### src/rtl/multicycle_pkg.sv
// Shared types and constants for the multi-cycle RV32I control FSM.
package multicycle_pkg;

  // FSM state codes; the numeric values are visible on the debug state port.
  typedef enum logic [3:0] {
    S_IDLE   = 4'd0,
    S_FETCH  = 4'd1,
    S_DECODE = 4'd2,
    S_EXEC_R = 4'd3,
    S_ADDR   = 4'd4,
    S_MEM_RD = 4'd5,
    S_MEM_WR = 4'd6,
    S_WB_R   = 4'd7,
    S_WB_MEM = 4'd8,
    S_BRANCH = 4'd9,
    S_ERROR  = 4'd10
  } state_t;

  // Major opcodes (IR[6:0]) handled by this control unit.
  localparam logic [6:0] OP_R      = 7'b0110011;
  localparam logic [6:0] OP_LOAD   = 7'b0000011;
  localparam logic [6:0] OP_STORE  = 7'b0100011;
  localparam logic [6:0] OP_BRANCH = 7'b1100011;

  // ALU operation select.
  localparam logic [1:0] ALUOP_ADD   = 2'b00;
  localparam logic [1:0] ALUOP_SUB   = 2'b01;
  localparam logic [1:0] ALUOP_FUNCT = 2'b10;

  // ALU B-operand select.
  localparam logic [1:0] SRCB_RS2  = 2'b00;
  localparam logic [1:0] SRCB_FOUR = 2'b01;
  localparam logic [1:0] SRCB_IMM  = 2'b10;
  localparam logic [1:0] SRCB_BIMM = 2'b11;

  // Every datapath control line driven by the FSM, bundled for one-place defaults.
  typedef struct packed {
    logic       mem_req;
    logic       mem_we;
    logic       i_or_d;
    logic       ir_write;
    logic       pc_write;
    logic       pc_src;
    logic       reg_write;
    logic       mem_to_reg;
    logic       alu_src_a;
    logic [1:0] alu_src_b;
    logic [1:0] alu_op;
  } ctrl_t;

  // Where an instruction goes once it retires: keep running or park in IDLE.
  function automatic state_t retire_state(input logic en);
    return en ? S_FETCH : S_IDLE;
  endfunction

endpackage

### src/rtl/multicycle_ctrl_bus_timer.sv
// Memory-request watchdog: flags a request that has waited TIMEOUT cycles
// without mem_ready. A ready in the expiring cycle still wins.
module bus_timer #(
  parameter int unsigned TIMEOUT = 255
) (
  input  logic clk,
  input  logic rst_n,
  input  logic req,
  input  logic ready,
  output logic expired
);

  logic [15:0] count;

  // Count consecutive unanswered request cycles; any idle or completed cycle restarts it.
  // NOTE: sequential state is written with non-blocking assignments only, so every
  // flop samples the pre-edge values regardless of block ordering.
  always_ff @(posedge clk or negedge rst_n) begin
    if (!rst_n) begin
      count <= '0;
    end else if (!req || ready) begin
      count <= '0;
    end else begin
      count <= count + 16'd1;
    end
  end

  assign expired = req && !ready && (count == 16'(TIMEOUT));

endmodule

### src/rtl/multicycle_ctrl.sv
// Multi-cycle control FSM for the shared RV32I datapath (R-type, lw, sw, beq).
// Control lines are decoded from the current state; state, instret and the
// sticky trap flags are registered.
module multicycle_ctrl
  import multicycle_pkg::*;
#(
  parameter int unsigned TIMEOUT = 255
) (
  input  logic        clk,
  input  logic        rst_n,
  input  logic        en,
  input  logic [6:0]  opcode,
  input  logic        zero,
  input  logic        mem_ready,
  output logic        mem_req,
  output logic        mem_we,
  output logic        i_or_d,
  output logic        ir_write,
  output logic        pc_write,
  output logic        pc_src,
  output logic        reg_write,
  output logic        mem_to_reg,
  output logic        alu_src_a,
  output logic [1:0]  alu_src_b,
  output logic [1:0]  alu_op,
  output logic [3:0]  state,
  output logic [31:0] instret,
  output logic        illegal,
  output logic        bus_err
);

  state_t state_q;
  ctrl_t  ctrl;
  logic   expired;

  bus_timer #(.TIMEOUT(TIMEOUT)) u_bus_timer (
    .clk     (clk),
    .rst_n   (rst_n),
    .req     (ctrl.mem_req),
    .ready   (mem_ready),
    .expired (expired)
  );

  // State sequencing, retire counting and sticky trap flags.
  always_ff @(posedge clk or negedge rst_n) begin
    if (!rst_n) begin
      state_q <= S_IDLE;
      instret <= '0;
      illegal <= 1'b0;
      bus_err <= 1'b0;
    end else begin
      case (state_q)
        S_IDLE: begin
          if (en) state_q <= S_FETCH;
        end
        S_FETCH: begin
          if (mem_ready) begin
            state_q <= S_DECODE;
          end else if (expired) begin
            state_q <= S_ERROR;
            bus_err <= 1'b1;
          end
        end
        S_DECODE: begin
          case (opcode)
            OP_R:               state_q <= S_EXEC_R;
            OP_LOAD, OP_STORE:  state_q <= S_ADDR;
            OP_BRANCH:          state_q <= S_BRANCH;
            default: begin
              state_q <= S_ERROR;
              illegal <= 1'b1;
            end
          endcase
        end
        S_EXEC_R: state_q <= S_WB_R;
        S_ADDR:   state_q <= (opcode == OP_LOAD) ? S_MEM_RD : S_MEM_WR;
        S_MEM_RD: begin
          if (mem_ready) begin
            state_q <= S_WB_MEM;
          end else if (expired) begin
            state_q <= S_ERROR;
            bus_err <= 1'b1;
          end
        end
        S_MEM_WR: begin
          if (mem_ready) begin
            state_q <= retire_state(en);
            instret <= instret + 32'd1;
          end else if (expired) begin
            state_q <= S_ERROR;
            bus_err <= 1'b1;
          end
        end
        S_WB_R, S_WB_MEM, S_BRANCH: begin
          state_q <= retire_state(en);
          instret <= instret + 32'd1;
        end
        S_ERROR: state_q <= S_ERROR;
        default: state_q <= S_ERROR;
      endcase
    end
  end

  // Datapath control decode from the current state (plus mem_ready/zero handshakes).
  // NOTE: ctrl gets a full default first so no path through the case leaves a
  // field unassigned, which would otherwise infer a latch.
  always_comb begin
    ctrl = '0;
    case (state_q)
      S_FETCH: begin
        ctrl.mem_req   = 1'b1;
        ctrl.alu_src_b = SRCB_FOUR;
        ctrl.alu_op    = ALUOP_ADD;
        ctrl.ir_write  = mem_ready;
        ctrl.pc_write  = mem_ready;
      end
      S_DECODE: begin
        ctrl.alu_src_b = SRCB_BIMM;
        ctrl.alu_op    = ALUOP_ADD;
      end
      S_EXEC_R: begin
        ctrl.alu_src_a = 1'b1;
        ctrl.alu_src_b = SRCB_RS2;
        ctrl.alu_op    = ALUOP_FUNCT;
      end
      S_ADDR: begin
        ctrl.alu_src_a = 1'b1;
        ctrl.alu_src_b = SRCB_IMM;
        ctrl.alu_op    = ALUOP_ADD;
      end
      S_MEM_RD: begin
        ctrl.mem_req = 1'b1;
        ctrl.i_or_d  = 1'b1;
      end
      S_MEM_WR: begin
        ctrl.mem_req = 1'b1;
        ctrl.mem_we  = 1'b1;
        ctrl.i_or_d  = 1'b1;
      end
      S_WB_R: begin
        ctrl.reg_write = 1'b1;
      end
      S_WB_MEM: begin
        ctrl.reg_write  = 1'b1;
        ctrl.mem_to_reg = 1'b1;
      end
      S_BRANCH: begin
        ctrl.alu_src_a = 1'b1;
        ctrl.alu_src_b = SRCB_RS2;
        ctrl.alu_op    = ALUOP_SUB;
        ctrl.pc_src    = 1'b1;
        ctrl.pc_write  = zero;
      end
      default: ctrl = '0;
    endcase
  end

  assign mem_req    = ctrl.mem_req;
  assign mem_we     = ctrl.mem_we;
  assign i_or_d     = ctrl.i_or_d;
  assign ir_write   = ctrl.ir_write;
  assign pc_write   = ctrl.pc_write;
  assign pc_src     = ctrl.pc_src;
  assign reg_write  = ctrl.reg_write;
  assign mem_to_reg = ctrl.mem_to_reg;
  assign alu_src_a  = ctrl.alu_src_a;
  assign alu_src_b  = ctrl.alu_src_b;
  assign alu_op     = ctrl.alu_op;
  assign state      = state_q;

endmodule

### config.mk
export PLATFORM = sky130hd
export DESIGN_NAME = multicycle_ctrl
export DESIGN_NICKNAME = d
export VERILOG_FILES = /design/src/rtl/multicycle_pkg.sv /design/src/rtl/multicycle_ctrl_bus_timer.sv /design/src/rtl/multicycle_ctrl.sv
export SDC_FILE = /design/constraint.sdc
export NUM_CORES = 1
export LEC_CHECK = 0
export ABC_AREA = 0
export ABC_CLOCK_PERIOD_IN_PS = 2500
export CORE_ASPECT_RATIO = 1.75
export CORE_MARGIN = 2
export CORE_UTILIZATION = 51
export DETAILED_ROUTE_END_ITERATION = 8
export PLACE_DENSITY = 0.91
export SLEW_MARGIN = 20
export SYNTH_ARGS = -nofsm -noshare
export SYNTH_HDL_FRONTEND = slang
export SYNTH_SLANG_ARGS = --single-unit
### constraint.sdc
create_clock -name clk -period 2.5 [get_ports clk]
set_input_delay 0.5 -clock clk [delete_from_list [all_inputs] [get_ports clk]]
set_output_delay 0.5 -clock clk [all_outputs]
set_load 0.02 [all_outputs]
# [After elaboration in Yosys (flattened, before gate mapping)]
# Cells that the tools add are included.
[classes] add_sub_neg=2 n_eq_ne=16 n_mux=22 bitwise_logic=2 n_reduce_logical=17
[ops] cell="32-bit case mux with 2 select lines" count=1
[ops] cell="32-bit by 1-bit adder with 32-bit output, second input constant" count=1
[ops] cell="32-bit two-way mux" count=1
[ops] cell="4-bit case mux with 8 select lines" count=1
[ops] cell="4-bit two-way mux" count=5
[ops] cell="4-bit case mux with 5 select lines" count=1
[ops] cell="16-bit by 1-bit adder with 16-bit output, second input constant" count=1
[ops] cell="16-bit by 8-bit equality test with 1-bit output, second input constant" count=1
[ops] cell="4-bit by 3-bit equality test with 1-bit output, second input constant" count=4
[ops] cell="16-bit two-way mux" count=1
[ops] cell="7-bit by 6-bit equality test with 1-bit output, second input constant" count=2
[ops] cell="4-bit case mux with 3 select lines" count=1
[ops] cell="1-bit two-way mux" count=9
[ops] cell="3-bit OR reduction" count=3
[ops] cell="4-bit by 2-bit equality test with 1-bit output, second input constant" count=2
[ops] cell="4-bit equality test, second input constant" count=2
[ops] cell="7-bit by 2-bit equality test with 1-bit output, second input constant" count=1
[ops] cell="7-bit equality test, second input constant" count=1
[ops] cell="2-bit OR reduction" count=3
[ops] cell="4-bit by 1-bit equality test with 1-bit output, second input constant" count=1
[ops] cell="4-bit logical NOT" count=1
[ops] cell="2-bit != test, second input constant" count=2
[ops] cell="2-bit AND reduction" count=2
[ops] cell="4-bit OR reduction" count=1
[ops] cell="other kinds (8)" count=11
[word_totals] ff_bits=54 input_bits=12 out_inout_bits=51 elab_cells=64

# [Logic depth before layout (Yosys ltp)]
[depth] ltp_word=8 depth_mapped=8 ltp_nobuf=6

# [Hierarchy]
# Synthesis repeated with hierarchy kept, for this count alone.
[hier_totals] cells_unflattened=297 area_unflattened_um2=2964.1
[by_module_without_submodules] mod="multicycle_ctrl" n_inst=1 cells_each=209 area_per_inst_um2=2128.3 seq_area_each_um2=950.9
[by_module_without_submodules] mod="bus_timer" n_inst=1 cells_each=88 area_per_inst_um2=835.8 seq_area_each_um2=400.4

# [Worst setup path after synthesis]
# No wires, ideal clock.
[synth_timing] kind="flip-flop to output port" from="register state_q[0], in the netlist state[0]" to="output pc_write" arrival_ns=2.078 required_time_ns=2.000 setup_slack_ns=-0.078 path_stages_with_launch=5 n_path_buf=1 cell_sequence="dfrtp_1 -> clkbuf_1 -> nand2_1 -> nor4b_1 -> a21o_1"
[synth_via] elab_chain_cells=2 elab_cells_between_ends=3 cone_classes="2 x eq/ne; 1 x mux"
[synth_rtl] element="start, declared" line_no="multicycle_ctrl.sv:32" text="state_t state_q;"
[synth_rtl] element="start signal, assigned" line_no="multicycle_ctrl.sv:76" text="S_ADDR: state_q <= (opcode == OP_LOAD) ? S_MEM_RD : S_MEM_WR;"
[synth_rtl] element="start signal, assigned" line_no="multicycle_ctrl.sv:87" text="state_q <= retire_state(en);"
[synth_rtl] element="start signal, assigned" line_no="multicycle_ctrl.sv:95" text="state_q <= retire_state(en);"
[synth_rtl] element="4-bit equality test / 4-bit by 1-bit equality test with 1-bit output (equally long branches)" line_no="multicycle_ctrl.sv:109" text="case (state_q)"
[synth_rtl] element="1-bit case mux with 2 select lines *" line_no="multicycle_ctrl.sv:109"
[synth_rtl] element="end, declared" line_no="multicycle_ctrl.sv:19" text="output logic pc_write,"
# Every way passes the cells marked *; elsewhere a longest branch is shown, timed or not.

# [Final worst setup path]
[layout_timing] from="register state_q[1], in the netlist state[1]" to="output pc_src"
[layout_via] elab_chain_cells=2
[layout_rtl] element="4-bit equality test" line_no="multicycle_ctrl.sv:109"
[layout_rtl] element="1-bit two-way mux" line_no="multicycle_ctrl.sv:109"
[layout_rtl] element="end, declared" line_no="multicycle_ctrl.sv:20" text="output logic pc_src,"
# Every way passes these cells.

==> flow_summary.yaml <==
worst_setup_path:
  reg2reg_depth: 7
  end_kind: "output port"
  crit_fanout: 9
  worstPathRequired_ns: 2.00
  critPathKind: "reg2out"
  arrival_ns: 1.91
  start_kind: "flip-flop"
  r2r-start: "state[1]$_DFFE_PN0P_"
  cpMaxStageDelayCell: "clkdlybuf4s50_1"
  cpPeakStageDelay_ns: 0.60
  r2r_slack_ns: 0.21
  path_cells: "buf_4 -> nor2b_1 -> and3_1 -> clkdlybuf4s50_1"
  timing.rr.end: "instret[27]$_DFFE_PN0P_"
  path_delay_family: "buffers and inverters"
  crit_buf_inv: 2
global_route:
  antenna_found_initial: 0
  first_global_vias: 2513
  track_usage: 0.230
  grt_pass1_wl_um: 11300
  grt_max_degree: 27
  overflow: 0
drt:
  avgRoutedWirePerCell_um: 14.8
  final_antenna_net_count: 0
  drc: 0
  firstDrtPassIters: 6
  viasPerCell: 5.54
  drt_iter0_drc: 80
  vias: 2526
  wl_um: 6740
logic_synthesis:
  synth.distinct_cells: 50
  syn_inst: 304
  yosysWarnings: 0
  synth_edf_count: 0
  async_flop_share: 1.00
  synth_flop_cell: "dfrtp_1"
  seq_area_frac_synth: 0.466
  syn_nets: 318
  synthesis.area_mm2: 0.00290
  avgSynthCellArea_um2: 9.55
  ys_ff_latch: 54
die:
  die_area_mm2: 0.00633
  die_w_um: 61.0
  fp.dieH_um: 104
  ioPinCount: 63
  start_util: 0.524
  rows: 36
  core-area_mm2: 0.00554
sta:
  slew_violations: 0
  post-route-min-period_ns: 2.41
  hold_viol: 0
  skew_ns: 0.0139
  rsz0062_at_grt: "no"
  maxSlewHeadroom: 0.568
  setup_slack_ns: 0.0871
  max_freq_mhz: 414
  post-route-period-util: 0.965
  tns_ns: 0
  tightest_slew_ns: 0.639
  setup_viol: 0
outcome:
  status: "finished, final reports clean"
clock_tree:
  numClockSinks: 54
  cts_hold_buf: 0
  cts_inserted_buffers: 5
  tritoncts: "yes"
  cts_max_path_buffers: 2
  insertion_delay_ns: 0.32
  clk_pin_slew_ns: 0.11
  root_buffer: "clkbuf_8"
  h-tree-depth: 2
cells_and_area:
  final_cell_mix: "dfrtp_1 (52), clkdlybuf4s50_1 (51), nor2_1 (34)"
  fin_util: 0.690
  num_antenna_cells: 0
  area.growth.synth_to_final_pct: 31.7
  layout.cells.non_filler: 456
  final_common_cell: "dfrtp_1"
  drive_above_1_share: 0.111
  design_area_mm2: 0.00382
  final_nets: 393
pwr:
  p_int_w: 0.00185
  p_sw_frac: 0.377
  leakage_nw: 1.66
  power_switching_w: 0.00112
  pwr-share-comb: 0.426
  p_per_area_mw_per_mm2: 776
  peakVddDrop_mv: 0.750
  power_frac_seq: 0.369
  clock_power_share: 0.205
placement:
  placed_area_mm2: 0.00369
  place_hpwl_um: 4940
  place_inst: 446
  io_buffer_count: 62
  gp_congestion: 0.886
  place_ws_ns: -0.0227
worst_hold_path:
  min_path_type: "in2async"
job:
  cap_violations: 0
[worst reg2reg max path, cell delays in order, from the launching register on]
cell	delay (ns)
dfrtp_1	0.42
buf_4	0.18
or3b_1	0.42
buf_4	0.19
o32ai_1	0.21
nand4_1	0.33
nor3_1	0.29
xor2_1	0.19
[area by class of cell]
type	count	area, um^2
Fill cell	402	1720
Multi-Input combinational cell	221	1430
Sequential cell	54	1350
Timing Repair Buffer	81	769
Tap cell	76	95.1
Clock buffer	5	68.8
Inverter	16	60.1
Clock inverter	3	47.5
[cells by family after synthesis]
family / Yosys count / share of synthesized area
fa+ha+maj: 2 / 0.00862
simple gates: 133 / 0.247
mux: 1 / 0.00388
xor+xnor: 44 / 0.133
flops: 54 / 0.466
buf+inv: 29 / 0.0444
compound gates: 41 / 0.0974
[flip-flops by register name, summed over array words and instances, names as in the netlist]
signal             flops
bus_err                1
illegal                1
instret               32
state                  4
u_bus_timer.count     16
[through the flow]
step	hold WS, ns	total power (W)
4_1_cts	0.191	0.00297
5_1_grt	0.206	0.00314
2_1_floorplan	0.204	0.00185
3_3_place_gp	0.444	0.00235
3_5_place_dp	0.450	0.00237
6_report	0.168	0.00297
[timing repair]
action	in CTS	in global routing
setup endpoints to repair	9	3
resized for setup	9	3
hold endpoints to repair	0	0
setup buffers	2	0
[synthesized netlist by cell type, types with 2 or more instances]
library cell	instances	share of area
nor2b_1	2	0.0043
buf_6	2	0.0078
dfrtp_1	54	0.47
and3_1	6	0.013
ha_1	2	0.0086
nor3_1	13	0.022
nor4b_1	2	0.0060
nor2_1	34	0.044
a211oi_1	2	0.0052
nor4_1	4	0.0086
clkbuf_1	5	0.0065
a21o_1	2	0.0052
or2_2	2	0.0043
o21bai_1	2	0.0052
nand4_1	7	0.015
nor3_2	2	0.0069
xnor2_1	28	0.084
nand3_1	19	0.033
buf_1	2	0.0026
buf_2	4	0.0069
o21ai_0	10	0.017
o31ai_1	2	0.0052
and4_1	4	0.012
xor2_1	16	0.048
nand2_1	20	0.026
or3_1	6	0.013
nand2b_1	4	0.0086
a21oi_1	10	0.017
a21boi_0	2	0.0052
inv_1	16	0.021
[worst max path at each step]
| stage | from | endpoint | slack (ns) | cells after the start |
|---|---|---|---|---|
| 3_3_place_gp | mem_ready | pc_write | 0.02 | 5 |
| 4_1_cts | state[1]$_DFFE_PN0P_ | mem_req | 0.01 | 6 |
| 3_5_place_dp | mem_ready | instret[27]$_DFFE_PN0P_ | -0.02 | 7 |
| 6_report | state[1]$_DFFE_PN0P_ | pc_src | 0.09 | 4 |
| 5_1_grt | state[1]$_DFFE_PN0P_ | pc_src | 0.003 | 4 |
| 2_1_floorplan | state[0]$_DFFE_PN0P_ | pc_write | 0.23 | 4 |
[power groups by stage]
stage | logic (W) | clock network, W | registers, W
after floorplan | 0.000699 | 0 | 0.00115
after global placement | 0.00125 | 0 | 0.00111
after detailed placement | 0.00126 | 0 | 0.00111
after CTS | 0.00127 | 0.000616 | 0.00109
after global routing | 0.00137 | 0.000659 | 0.00111
final | 0.00126 | 0.000608 | 0.00109
[routing by layer]
metal	vias to the layer above	GRT usage	share of wire
li1	1200	-	-
met1	1242	0.255	0.37
met2	72	0.395	0.57
met3	12	0.0350	0.031
met4	0	0.123	0.028
met5	-	0	0
Power figures use the tool's default switching activity.
==> edit 1, RTL diff (same settings) <==
Register the output `bus_err` once more, cleared by the reset; this adds one clock of latency there. The other outputs are not delayed to match.
--- a/src/rtl/multicycle_ctrl.sv
+++ b/src/rtl/multicycle_ctrl.sv
@@ -31,2 +31,4 @@
 
+  logic bus_err_s0;
+
   state_t state_q;
@@ -49,3 +51,3 @@
       illegal <= 1'b0;
-      bus_err <= 1'b0;
+      bus_err_s0 <= 1'b0;
     end else begin
@@ -60,3 +62,3 @@
             state_q <= S_ERROR;
-            bus_err <= 1'b1;
+            bus_err_s0 <= 1'b1;
           end
@@ -81,3 +83,3 @@
             state_q <= S_ERROR;
-            bus_err <= 1'b1;
+            bus_err_s0 <= 1'b1;
           end
@@ -90,3 +92,3 @@
             state_q <= S_ERROR;
-            bus_err <= 1'b1;
+            bus_err_s0 <= 1'b1;
           end
@@ -170,2 +172,10 @@
 
+  always_ff @(posedge clk or negedge rst_n) begin
+    if (!rst_n) begin
+      bus_err <= '0;
+    end else begin
+      bus_err <= bus_err_s0;
+    end
+  end
+
 endmodule
Formal check against the unedited RTL: no difference found for any inputs over 10 cycles, from zero or initial values and one cycle with rst_n low; that may be too few to reach the edited logic, so the function may still have changed.
==> edit 1 against the unedited design <==
- critical path depth down 1
- synthesized area down 0.26%
- power down 4.2%
- die area down 0.24%
- routed wire length up 1.2%
- setup slack better by 0.038 ns
- cell count down 3.7%
- core utilization down 1.2 points
- final area down 1.7%
- fmax up 1.6%
- non-clock buffer count down 7
- sequential cell count up 1
==> edit 1: results (changes against the unedited design) <==
status=finished clean; initial DRC count=83 (+3.8%); Worst Skew=0.0122 ns (-0.00176 ns); WL per Instance=15.5 microns (+5.2%); Max Freq=421 MHz (+1.6%); Leak=1.66 nW (-0.33%); Worst Path Max Fanout=13 (+4); Synth Instances=290 (-4.6%); GRT Total Usage=22.6% (-0.38 points); pin count of the biggest net entering global routing=56 (+110%); number of global-route vias before repair=2,511 (-0.080%); Synth area leaders=dfrtp_1 (48%), xnor2_1 (9.4%), nor2_1 (4.3%); slew margin rel.=53.8% (-3.0 points); Cell Count Post-Placement=431 (-3.4%); Synth Net Count=304 (-4.4%); Max IR drop VDD=0.566 mV (-24%); R2R setup slack=0.46 ns (+0.25 ns); Worst EP arrival=1.87 ns (-0.04 ns); drt first pass iters=4 (-2); Crit path largest cell delay=0.63 ns (+0.03 ns); via count=2,448 (-3.1%); Initial Util=52.3% (-0.14 points); Final Non-Filler Cells=439 (-3.7%); number of distinct library cells after synthesis=52 (+4.0%); GPL Wtd Cong=0.874 (-1.4%); Synth top cells by count=dfrtp_1 (55), nor2_1 (33), xnor2_1 (31), nand2_1 (22), nand3_1 (16)
## edit 1: changes by cell type in the layout (fill, tap and decap cells not counted), sizes merged, moves of 3 or more
cell / unedited run / this run
nand4: 8 / 13
or3: 6 / 3
nor3: 15 / 11
buf: 20 / 13
o21ai: 11 / 7
nand3: 20 / 16
xnor2: 28 / 31
nand2b: 4 / 7
inv: 17 / 9
xor2: 16 / 13
dlygate4sd2: 7 / 3
## edit 1: area by class of cell
type,count,area [sq um]
clock buffers,5,68.8
multi-input cells,218,1450
flip-flops and latches,55,1380
inverters,8,30.0
repair buffers,74,714
fillers,413,1780
well taps,76,95.1
clock inverters,3,23.8
## edit 1: cells by family (layout without fill, tap and decap cells)
group,Yosys count,after routing,share of synthesized area [%]
XOR/XNOR,44,44,13.3
AO/OA/AOI/OAI,32,32,7.78
flip-flops,55,55,47.5
AND/OR/NAND/NOR,138,138,27.1
buffers and inverters,17,90,2.64
adder cells (fa/ha/maj),2,2,0.864
multiplexers,2,2,0.735
## edit 1: worst paths after layout
path,startpoint,cells past startpoint,endpoint
worst min register to register,bus_err_s0,0,bus_err
worst max register to register,state[3],6,instret[25]
min in group clk,bus_err_s0,0,bus_err
worst max-delay path,state[0],3,i_or_d
max in group asynchronous,rst_n,2,state[1]
worst min-delay path,rst_n,2,instret[21]
## edit 1: metal layers
layer	GRT usage [%]	routed length (microns)	vias up
met5	0	0	-
met4	9.16	166	0
met3	4.00	224	16
met2	41.4	3860	68
met1	23.7	2570	1210
li1	-	-	1154
## edit 1: power breakdown
| group | leakage [nW] | switching, mW | internal, mW |
|---|---|---|---|
| Sequential | 0.741 | 0.134 | 0.966 |
| Clock | 0.0461 | 0.303 | 0.203 |
| Combinational | 0.871 | 0.671 | 0.565 |
## edit 1: metrics by stage
stage	hold slack, ns	instance area, sq um	utilization (%)
CTS	0.315	3750	67.6
floorplan	0.204	2900	-
finish	0.291	3760	67.8
global placement	0.371	3650	65.9
detailed placement	0.364	3650	65.9
global route	0.350	3760	67.8
## edit 1: timing repair
action                                  in CTS  in global routing
endpoints found under the hold margin        0                  0
resized for setup                            6                  5
buffers inserted                             0                  0
endpoints found under the setup margin       5                  5
==> edit 2, RTL diff (config.mk and constraints unchanged) <==
Without the edit above. `TIMEOUT` is set to 255 in 2 places; all go to 191.
--- a/src/rtl/multicycle_ctrl_bus_timer.sv
+++ b/src/rtl/multicycle_ctrl_bus_timer.sv
@@ -3,3 +3,3 @@
 module bus_timer #(
-  parameter int unsigned TIMEOUT = 255
+  parameter int unsigned TIMEOUT = 191
 ) (
--- a/src/rtl/multicycle_ctrl.sv
+++ b/src/rtl/multicycle_ctrl.sv
@@ -6,3 +6,3 @@
 #(
-  parameter int unsigned TIMEOUT = 255
+  parameter int unsigned TIMEOUT = 191
 ) (
Formal check against the unedited RTL: no difference found for any inputs over 10 cycles, from zero or initial values and one cycle with rst_n low; that may be too few to reach the edited logic, so the function may still have changed.
==> edit 2 against the unedited design <==
- power is 4.8% lower
- fmax decreased by 0.44%
- hold slack lost 0.14 ns
- final area is 2.9% lower
- die area is 2.5% lower
- sequential cell count is the same
- first-iteration DRC count grew 14%
- synthesized area down 2.6%
- critical path depth fell by 1
- setup slack got worse by 0.011 ns
- global-route usage fell by 0.56 points
- routed wire length is 5.0% lower
- sequential share of layout area up 1.1 points
- critical endpoint is now mem_to_reg
- largest cell class unchanged
- highest routed layer unchanged
==> edit 2: results (changes against the unedited design) <==
status=finished clean; via count=2,458 (-2.7%); most flop-heavy register=instret; DP Wirelength=4.91 mm (-0.68%); Synth top cells by count=dfrtp_1 (54), xnor2_1 (31), nor2_1 (27), nand2_1 (24), nand3_1 (24); drt first pass iters=4 (-2); Gate power share=43.2% (+0.6 points); Crit path largest cell delay=0.66 ns (+0.06 ns); XOR/XNOR share of the synthesized area=13.9% (+0.66 points); # resized after CTS=7 (-2); Synth Area in Compound Gates=7.26% (-2.5 points); post-synthesis adder-cell area fraction=1.24% (+0.38 points); slew margin rel.=60.2% (+3.4 points); worst hold margin=0.0302 ns (-0.138 ns); final wirelength=6.40 mm (-5.0%); clock-pin slew on the worst setup and hold paths=0.09 ns (-0.02 ns); number of distinct library cells after synthesis=44 (-12%); pin count of the biggest net entering global routing=31 (+15%); Synth area leaders=dfrtp_1 (48%), xnor2_1 (9.6%), xor2_1 (4.3%); register area share after synthesis=47.8% (+1.2 points); Max IR drop VDD=0.688 mV (-8.3%); Worst-Skew Late Latency=0.30 ns (-0.02 ns); R2R depth=5 (-2); FF-to-FF Start=u_bus_timer.count[0]; top_reg_cell synth=dfrtp_1; first-pass GRT wire length=10.7 mm (-4.8%); Clk pwr share=17.6% (-2.9 points); R2R setup slack=0.39 ns (+0.18 ns); proportion of layout cells with a drive suffix above 1=9.34% (-1.7 points); R2R Path End=state[3]; Worst Skew=0.00672 ns (-0.00719 ns); Leak=1.50 nW (-9.8%); multiplexer share of the synthesized area=0.398% (+0.010 points); Nets=377 (-4.1%); GRT Total Usage=22.4% (-0.56 points); initial DRC count=91 (+14%); Worst Hold Class=input pin to async pin; Synth Net Count=302 (-5.0%); Post-CTS Setup Repair Bufs=0 (-2); sw power=1.08 mW (-3.4%); GPL Wtd Cong=0.840 (-5.2%); port bufs=62 (unchanged); Fill cells=378 (-6.0%)
==> edit 2: cell count changes after synthesis, sizes merged, moves of 3 or more <==
cell    before  now
buf          8    1
nand2       20   24
nand3       20   24
nand2b       4   12
nor2        34   27
nor4         4    9
clkbuf       5    8
inv         16    4
nor3        15    8
xnor2       28   31
==> edit 2: how the worst max path moves through the flow <==
stage,start,to,slack [ns],depth (start not counted)
final,state[2],mem_to_reg,0.08,3
after global routing,state[1],pc_src,0.002,4
after CTS,state[2],mem_req,0.01,4
after detailed placement,mem_ready,pc_write,-0.06,4
after global placement,mem_ready,pc_write,-0.01,4
after floorplan,state[1],pc_write,0.1,4
==> edit 2: through the flow <==
| stage | instance area, sq um | power, mW | setup WS [ns] | setup TNS [ns] | std cells |
|---|---|---|---|---|---|
| detailed placement | 3610 | 2.35 | -0.0610 | -0.0639 | 430 |
| finish | 3710 | 2.82 | 0.0763 | 0 | 438 |
| floorplan | 2830 | 1.80 | 0.0956 | 0 | 288 |
| global placement | 3610 | 2.33 | -0.0122 | -0.0122 | 430 |
| global route | 3710 | 2.98 | 0.00194 | 0 | 438 |
| CTS | 3700 | 2.83 | 0.0105 | 0 | 438 |
==> edit 2: layer usage <==
layer | track usage, % | routed length [microns] | vias to the layer above
met3 | 3.39 | 263 | 20
met4 | 10.3 | 225 | 0
met5 | 0 | 0 | -
li1 | - | - | 1159
met2 | 41.6 | 3450 | 89
met1 | 23.8 | 2470 | 1190
==> edit 2: cell type report <==
| cell class | instances | share of cell area, % |
|---|---|---|
| Inverter | 4 | 0.405 |
| Clock buffer | 7 | 2.33 |
| Clock inverter | 1 | 0.135 |
| Tap cell | 74 | 2.49 |
| Multi-Input combinational cell | 221 | 38.6 |
| Sequential cell | 54 | 36.5 |
| Timing Repair Buffer | 77 | 19.6 |
